[src/rtl/prbs5_pkg.sv]
// Shared types and constants for the PRBS5 (x^5+x^3+1) link-test checker.
package prbs5_pkg;

    typedef enum logic [1:0] {
        FILL   = 2'd0,
        SEARCH = 2'd1,
        LOCKED = 2'd2
    } state_t;

    localparam int PRBS_LEN = 5;
    localparam int TAP_A    = 2;
    localparam int TAP_B    = 4;
    localparam int PERIOD   = 31;

endpackage

[src/rtl/prbs5_hist.sv]
// Received-bit history for the PRBS5 checker: predicts the next bit and flags a match.
// match_o is combinational from din_i and the history; the top only consumes it into registers.
module prbs5_hist
(
    input  logic clk,
    input  logic rst_b,
    input  logic din_i,
    input  logic din_vld_i,
    output logic match_o
);
    import prbs5_pkg::*;

    logic [PRBS_LEN-1:0] h_q;
    logic [PRBS_LEN-1:0] h_d;
    logic                pred;
    logic                dead_line;

    // The received bit is always shifted in, so the checker re-aligns to whatever arrives.
    always_comb begin
        h_d = h_q;
        if (din_vld_i) begin
            h_d = {h_q[PRBS_LEN-2:0], din_i};
        end
    end

    always_ff @(posedge clk or negedge rst_b) begin
        if (!rst_b) begin
            h_q <= '0;
        end else begin
            h_q <= h_d;
        end
    end

    assign pred      = h_q[TAP_A] ^ h_q[TAP_B];
    // All-zero history followed by a zero would "predict" correctly forever on a dead line.
    assign dead_line = (h_q == '0) && !din_i;
    assign match_o   = (din_i == pred) && !dead_line;

endmodule

[config.mk]
export PLATFORM = sky130hd
export DESIGN_NAME = prbs5_hist
export DESIGN_NICKNAME = d
export VERILOG_FILES = /design/src/rtl/prbs5_pkg.sv /design/src/rtl/prbs5_hist.sv
export SDC_FILE = /design/constraint.sdc
export NUM_CORES = 1
export LEC_CHECK = 0
export CORE_AREA = 2 2 39 41
export DETAILED_ROUTE_END_ITERATION = 7
export DIE_AREA = 0 0 41 43
export GPL_TIMING_DRIVEN = 1
export SYNTH_ARGS = -nofsm -noshare
export SYNTH_HDL_FRONTEND = slang
export SYNTH_SLANG_ARGS = --single-unit
[constraint.sdc]
create_clock -name clk -period 1.6 [get_ports clk]
set_input_delay 0.32 -clock clk [delete_from_list [all_inputs] [get_ports clk]]
set_output_delay 0.32 -clock clk [all_outputs]
set_load 0.01 [all_outputs]
[After elaboration in Yosys (flattened, before gate mapping)]
Cells that the tools add are included.
W data, S select, Z words.
Cells by class
  equal/unequal tests: 1
  bitwise operators: 1
  reductions and logical operators: 5
Operators with widths (count)
  $logic_not A5 Y1: 1
  $logic_and A1 B1 Y1: 2
  $logic_not A1 Y1: 2
  $eq A1 B1 Y1: 1
  $xor A1 B1 Y1: 1
Storage, ports and cells
  register bits: 5
  bits of input ports: 4
  output and inout port bits: 1

[Logic depth before layout (Yosys ltp)]
Gate-level depths: netlist of run 1.
  depth in word-level cells: 4
  mapped depth: 3
  depth with buffers taken out: 3

[Least setup slack after synthesis of run 1]
No wires, ideal clock.
  path type: register to output
  start: register h_q[4]
  end: output match_o
  arrival time: 0.969 ns
  data required time: 1.280 ns
  path slack: 0.311 ns
  cell stages (with the launch flop): 3
  path through: dfrtp_1 -> or3_1 -> a22oi_2
Between the ends
  cells in the longest elaborated chain, start to end: 4
RTL lines
  start, declared: RTL line prbs5_hist.sv:13  | logic [PRBS_LEN-1:0] h_q;
  start signal, assigned: RTL line prbs5_hist.sv:28  | h_q <= '0;
  start signal, assigned: RTL line prbs5_hist.sv:30  | h_q <= h_d;
  $logic_not A5 Y1: RTL line prbs5_hist.sv:36  | assign dead_line = (h_q == '0) && !din_i;
  $logic_and A1 B1 Y1: RTL line prbs5_hist.sv:36
  $logic_not A1 Y1: RTL line prbs5_hist.sv:37  | assign match_o = (din_i == pred) && !dead_line;
  $logic_and A1 B1 Y1 (*): RTL line prbs5_hist.sv:37
  end, declared: RTL line prbs5_hist.sv:9  | output logic match_o
Mark *: on every way between the ends. The rest lies on a longest branch, timed or not.

[Final worst setup path of run 1]
Same ends and word-level chain as after synthesis.

==> results of run 1 <==
[through the flow]
stage                     TNS, ps  hold WS (ps)  instances  setup WS [ps]
after floorplan                 0         24.41         15          311.2
after global placement     -525.7         504.3         38         -525.7
after detailed placement   -547.4         535.2         38         -547.4
after CTS                  -91.58         301.5         43         -91.58
after global routing       -83.25         311.1         43         -83.25
final                      -32.12         300.5         43         -32.12
[logic make-up after synthesis]
| family | Yosys count | share of synthesized area [%] |
|---|---|---|
| muxes | 5 | 25.71 |
| DFF | 5 | 57.14 |
| AOI/OAI and AO/OA | 2 | 7.997 |
| and+or+nand+nor | 2 | 5.142 |
| xor gates and xnor gates | 1 | 4.001 |
[what timing repair did]
item | in CTS | in global routing
setup endpoints to repair | 1 | 1
buffers inserted | 1 | 0
gates resized for setup | 5 | 1
hold endpoints to repair | 0 | 0
pin swaps | 2 | 2
[layer usage]
metal  vias up  global-route usage, %
li1         79                      -
met1        77                  8.224
met2         5                  8.750
met3         0                  1.571
met4         0                  8.000
met5         -                      0
[layout make-up]
type | count | area share [%]
tap | 16 | 5.993
clock buffer | 4 | 7.865
timing repair buffer | 8 | 19.10
sequential | 5 | 37.45
multi-input combinational | 10 | 29.59
[worst min-delay path by stage]
stage	startpoint	end
3_5_place_dp	h_q[3]	h_q[3]
6_report	rst_b	h_q[1]
5_1_grt	rst_b	h_q[1]
2_1_floorplan	rst_b	h_q[0]
4_1_cts	rst_b	h_q[4]
3_3_place_gp	h_q[3]	h_q[3]
[cells in the final DEF (no fill, tap or decap)]
cell             n
a22oi_2          1
nor3_1           1
clkbuf_4         3
dlygate4sd2_1    1
dfrtp_1          5
mux2_1           3
a21oi_1          1
xnor2_1          1
clkdlybuf4s50_1  2
buf_2            1
clkbuf_1         1
mux2_2           2
buf_4            4
or3_4            1
[worst register-to-register path, stage by stage (launching register included)]
cell and delay, ps:
dfrtp_1 380, buf_4 150, mux2_2 260
[power breakdown]
group | switching (uW) | internal (uW) | total [uW] | leakage, uW
Sequential | 18.0 | 152 | 170 | 0.0000588
Combinational | 44.7 | 69.2 | 114 | 0.0000669
Clock | 51.2 | 94.2 | 145 | 0.0000150
Total | 114 | 315 | 429 | 0.000141
==> flow_metrics.tcl, run 1 <==
set metrics [dict create \
    wl_met2_um 231 \
    syn2layout_area_growth_pct 52.57 \
    rr_worst_depth 2 \
    antenna_found_initial 0 \
    r2r_start "h_q[4]" \
    vdd_ir_drop_max_uv 371.7 \
    synthTopCellsByCount "dfrtp_1 (5), mux2_1 (3), mux2_2 (2)" \
    violations "setup timing" \
    design_area_um2 334.1 \
    startpoint_type "flip-flop" \
    overflow 0 \
    synth_top_area_cell "dfrtp_1" \
    leakagePower_uw 0.0001407 \
    cp.depth 3 \
    drtAntennaViolNets 0 \
    cts_made_buffers 3 \
    cp-startpoint "h_q[4]" \
    wl_met1_um 182 \
    rsz0062_at_grt "yes" \
    power-per-cell-area_nw_per_um2 1285 \
    clkTransAtPathRegs_ps 50 \
    finalPower_uw 429.3 \
    synth_ff_type "dfrtp_1" \
    cts_tree "done" \
    yosysWarnings 0 \
    dieArea_um2 1763 \
    drt_iter0_markers 0 \
    hp-class "in2async" \
    multi_input_area_um2 98.84 \
    track_usage_pct 6.876 \
    skew_ps 3.875 \
    port_buffers 4 \
    worst-path-buf-inv 1 \
    crit_path_top_delay_cell "or3_4" \
    synth_area_leaders "dfrtp_1 (57%), mux2_1 (15%), mux2_2 (10%)" \
    antenna_cells 0 \
    topRoutingLayerUsed "met3" \
    synth_fp_nets 19 \
    grt_max_degree 6 \
    crit_type "reg2out" \
    largest_reg_flops 5 \
    cts_buffer_depth 2 \
    root_buffer "clkbuf_4" \
    regMostFlops "h_q" \
    setup_ws_ps -32.12 \
    path_max_fanout 2 \
    finalCriticalPeriod_ps 1632 \
    yosysUniqueCellTypes 8 \
    coreArea_um2 1384 \
    top_regs "h_q: 5 flops" \
    routabilityCongestion 0.4858 \
    syn_inst 15 \
    avgViaCountPerCell 3.744 \
    row_count 14 \
    wl_per_cell_um 10.53 \
    tightest_slew_ps 242.3 \
    slew-limit-headroom_pct 83.79 \
    drcViolationCount 0 \
    crit_family "simple AND/OR/NAND/NOR gates" \
    syn_area_um2 219.0 \
    async_flop_share_pct 100.0 \
    grt_pass1_vias 188 \
    ys_seq_area_share_pct 57.14 \
    cp.required_ps 1280 \
    period_share_pct 102.0 \
    reg2reg_setup_slack_ps 690 \
    fmax_mhz 612.7 \
    die_h_um 43 \
    final_core_util_pct 24.14 \
    drv_cap 0 \
    num_io_pins 5 \
    outcome "complete, but fails checks" \
    drt-total-wl_um 453 \
    placed_cell_area_um2 301.5 \
    synth_top_area_share_pct 57.14 \
    fin_nets 32 \
    path_cells "or3_4 > a22oi_2 > buf_2" \
    insertion_delay_ps 240 \
    ctsHoldBuffers 0 \
    finalMaxSlewViolations 0 \
    hold_viol_final 0 \
    cpPeakStageDelay_ps 390 \
    reg2reg_to "h_q[4]" \
    grt_pass1_wl_um 759 \
    seq_area_um2 125.1 \
    critPathCaptureType "output pin" \
    synth_edf_count 0 \
    nFillCells 152 \
    fp.dieW_um 41 \
    drive_gt1_share_pct 44.44 \
    dr_wl_met3_um 39 \
    initial_core_util_pct 15.82 \
    endpoint "match_o" \
    via_count 161 \
    dr.pass1.iters 1 \
    ys_ff_latch 5 \
    cts_htree_levels 1 \
    yosysMostFrequentCell "dfrtp_1" \
    clock-sinks 5 \
    postSynthAreaPerCell_um2 14.60 \
    crit_arrival_ps 1310 \
    setup_viol 1 \
]
Power figures use the tool's default switching activity.
==> run 2: changes to the inputs <==
--- a/config.mk
+++ b/config.mk
@@ -12,3 +12,4 @@
 export SYNTH_ARGS = -nofsm -noshare
 export SYNTH_HDL_FRONTEND = slang
 export SYNTH_SLANG_ARGS = --single-unit
+export TNS_END_PERCENT = 50
==> results of run 2 <==
No change in the layout: final DEF, timing and power equal those of run 1.
==> run 3: changes to the inputs <==
==> constraint.sdc (replaced) <==
create_clock -name clk -period 1.6 [get_ports clk]
set_input_delay 0.32 -clock clk [delete_from_list [all_inputs] [get_ports clk]]
set_output_delay 0.32 -clock clk [all_outputs]
set_load 0.005 [all_outputs]
==> flow_metrics.tcl, run 3 (synthesized netlist as in run 1, its figures left out) <==
set metrics [dict create \
    row_count 14 \
    routabilityCongestion 0.5525 \
    grt_pass1_wl_um 772 \
    endpoint "match_o" \
    reg2reg_setup_slack_ps 610 \
    slew-limit-headroom_pct 84.64 \
    drt_iter0_markers 2 \
    crit_family "flip-flops" \
    syn2layout_area_growth_pct 53.71 \
    setup_ws_ps 7.929 \
    r2r_start "h_q[4]" \
    clockPowerShare_pct 32.9 \
    clock-sinks 5 \
    rsz0062_at_grt "yes" \
    leakagePower_uw 0.0001447 \
    cp.required_ps 1280 \
    p_int_uw 318.8 \
    cts_htree_levels 1 \
    top_regs "h_q: 5 flops" \
    drv_cap 0 \
    vdd_ir_drop_max_uv 536.0 \
    swShare_pct 23.88 \
    skew_ps 3.133 \
    power_frac_seq_pct 40.5 \
    fin_nets 33 \
    power-per-cell-area_nw_per_um2 1244 \
    startpoint_type "flip-flop" \
    design_area_um2 336.6 \
    hold_viol_final 0 \
    drive_gt1_share_pct 42.86 \
    dieArea_um2 1763 \
    antenna_cells 0 \
    dr.pass1.iters 2 \
    fin_tns_setup_ps 0 \
    setup_viol 0 \
    place_ws_ps -491.8 \
    clkTransAtPathRegs_ps 40 \
    drtAntennaViolNets 0 \
    finalMaxSlewViolations 0 \
    period_share_pct 99.50 \
    num_io_pins 5 \
    path_max_fanout 2 \
    die_h_um 43 \
    antenna_found_initial 0 \
    rr_worst_depth 3 \
    reg2reg_to "h_q[4]" \
    initial_core_util_pct 15.82 \
    via_count 164 \
    cp.depth 3 \
    insertion_delay_ps 230 \
    final_core_util_pct 24.32 \
    worst-path-buf-inv 1 \
    cts_made_buffers 3 \
    root_buffer "clkbuf_4" \
    avgViaCountPerCell 3.727 \
    crit_path_top_delay_cell "dfrtp_1" \
    path_cells "or3_1 > a22oi_2 > buf_2" \
    overflow 0 \
    regMostFlops "h_q" \
    fp.dieW_um 41 \
    largest_reg_flops 5 \
    holdWs_ps 306.6 \
    grt_max_degree 6 \
    crit_arrival_ps 1270 \
    coreArea_um2 1384 \
    wl_per_cell_um 8.886 \
    outcome "complete, no violations" \
    port_buffers 4 \
    drcViolationCount 0 \
    drt-total-wl_um 391 \
    cts_buffer_depth 2 \
    power_frac_comb_pct 26.6 \
    cp-startpoint "h_q[4]" \
    cts_tree "done" \
    critPathCaptureType "output pin" \
    cpPeakStageDelay_ps 370 \
    fmax_mhz 628.1 \
    track_usage_pct 6.883 \
    finalCriticalPeriod_ps 1592 \
    hp-class "in2async" \
    final_cell_mix "dfrtp_1 (5), buf_4 (5), mux2_1 (3), clkbuf_4 (3)" \
    crit_type "reg2out" \
    tightest_slew_ps 229.7 \
    placed_cell_area_um2 309.0 \
    switching_power_uw 100.0 \
    grt_pass1_vias 206 \
]
[run 3: cell types whose count changed in the layout (fill, tap and decap cells not counted), sizes merged]
cell | previous run | this run
buf | 5 | 6
[run 3: repair_timing]
item,CTS,global route
endpoints found under the hold margin,0,0
buffers inserted,1,0
endpoints found under the setup margin,1,1
pin swaps,2,0
gates resized for setup,5,0
hold buffers,0,0
[run 3: per-layer routing]
metal / up-vias / track usage, % / wire (um)
li1: 83 / - / -
met1: 76 / 7.921 / 177
met2: 5 / 9.063 / 178
met3: 0 / 4.712 / 34
met4: 0 / 4.000 / 0
met5: - / 0 / 0
[run 3: power by group through the flow]
stage               Combinational [uW]  Clock (uW)  Sequential, uW
detailed placement                 113           0             171
CTS                                113         146             169
finish                             111         138             170
floorplan                         50.4           0             170
global placement                   110           0             169
global route                       126         157             173
[run 3: how the worst min path moves through the flow]
stage	start	end	slack, ps
after floorplan	rst_b	h_q[0]	20
after global placement	h_q[3]	h_q[3]	500
after detailed placement	h_q[3]	h_q[3]	520
after CTS	rst_b	h_q[4]	310
after global routing	rst_b	h_q[3]	330
final	rst_b	h_q[4]	310
[run 3: layout make-up]
type                       instances  area, um^2
fill                             153        1047
sequential                         5       125.1
multi-input combinational         10       93.84
timing repair buffer               9       71.32
clock buffer                       4       26.28
tap                               16       20.02
[run 3: stage by stage]
stage,total power [uW],instances
2_1_floorplan,220.8,15
3_3_place_gp,278.7,39
3_5_place_dp,284.8,39
4_1_cts,428.4,44
5_1_grt,457.0,44
6_report,418.8,44
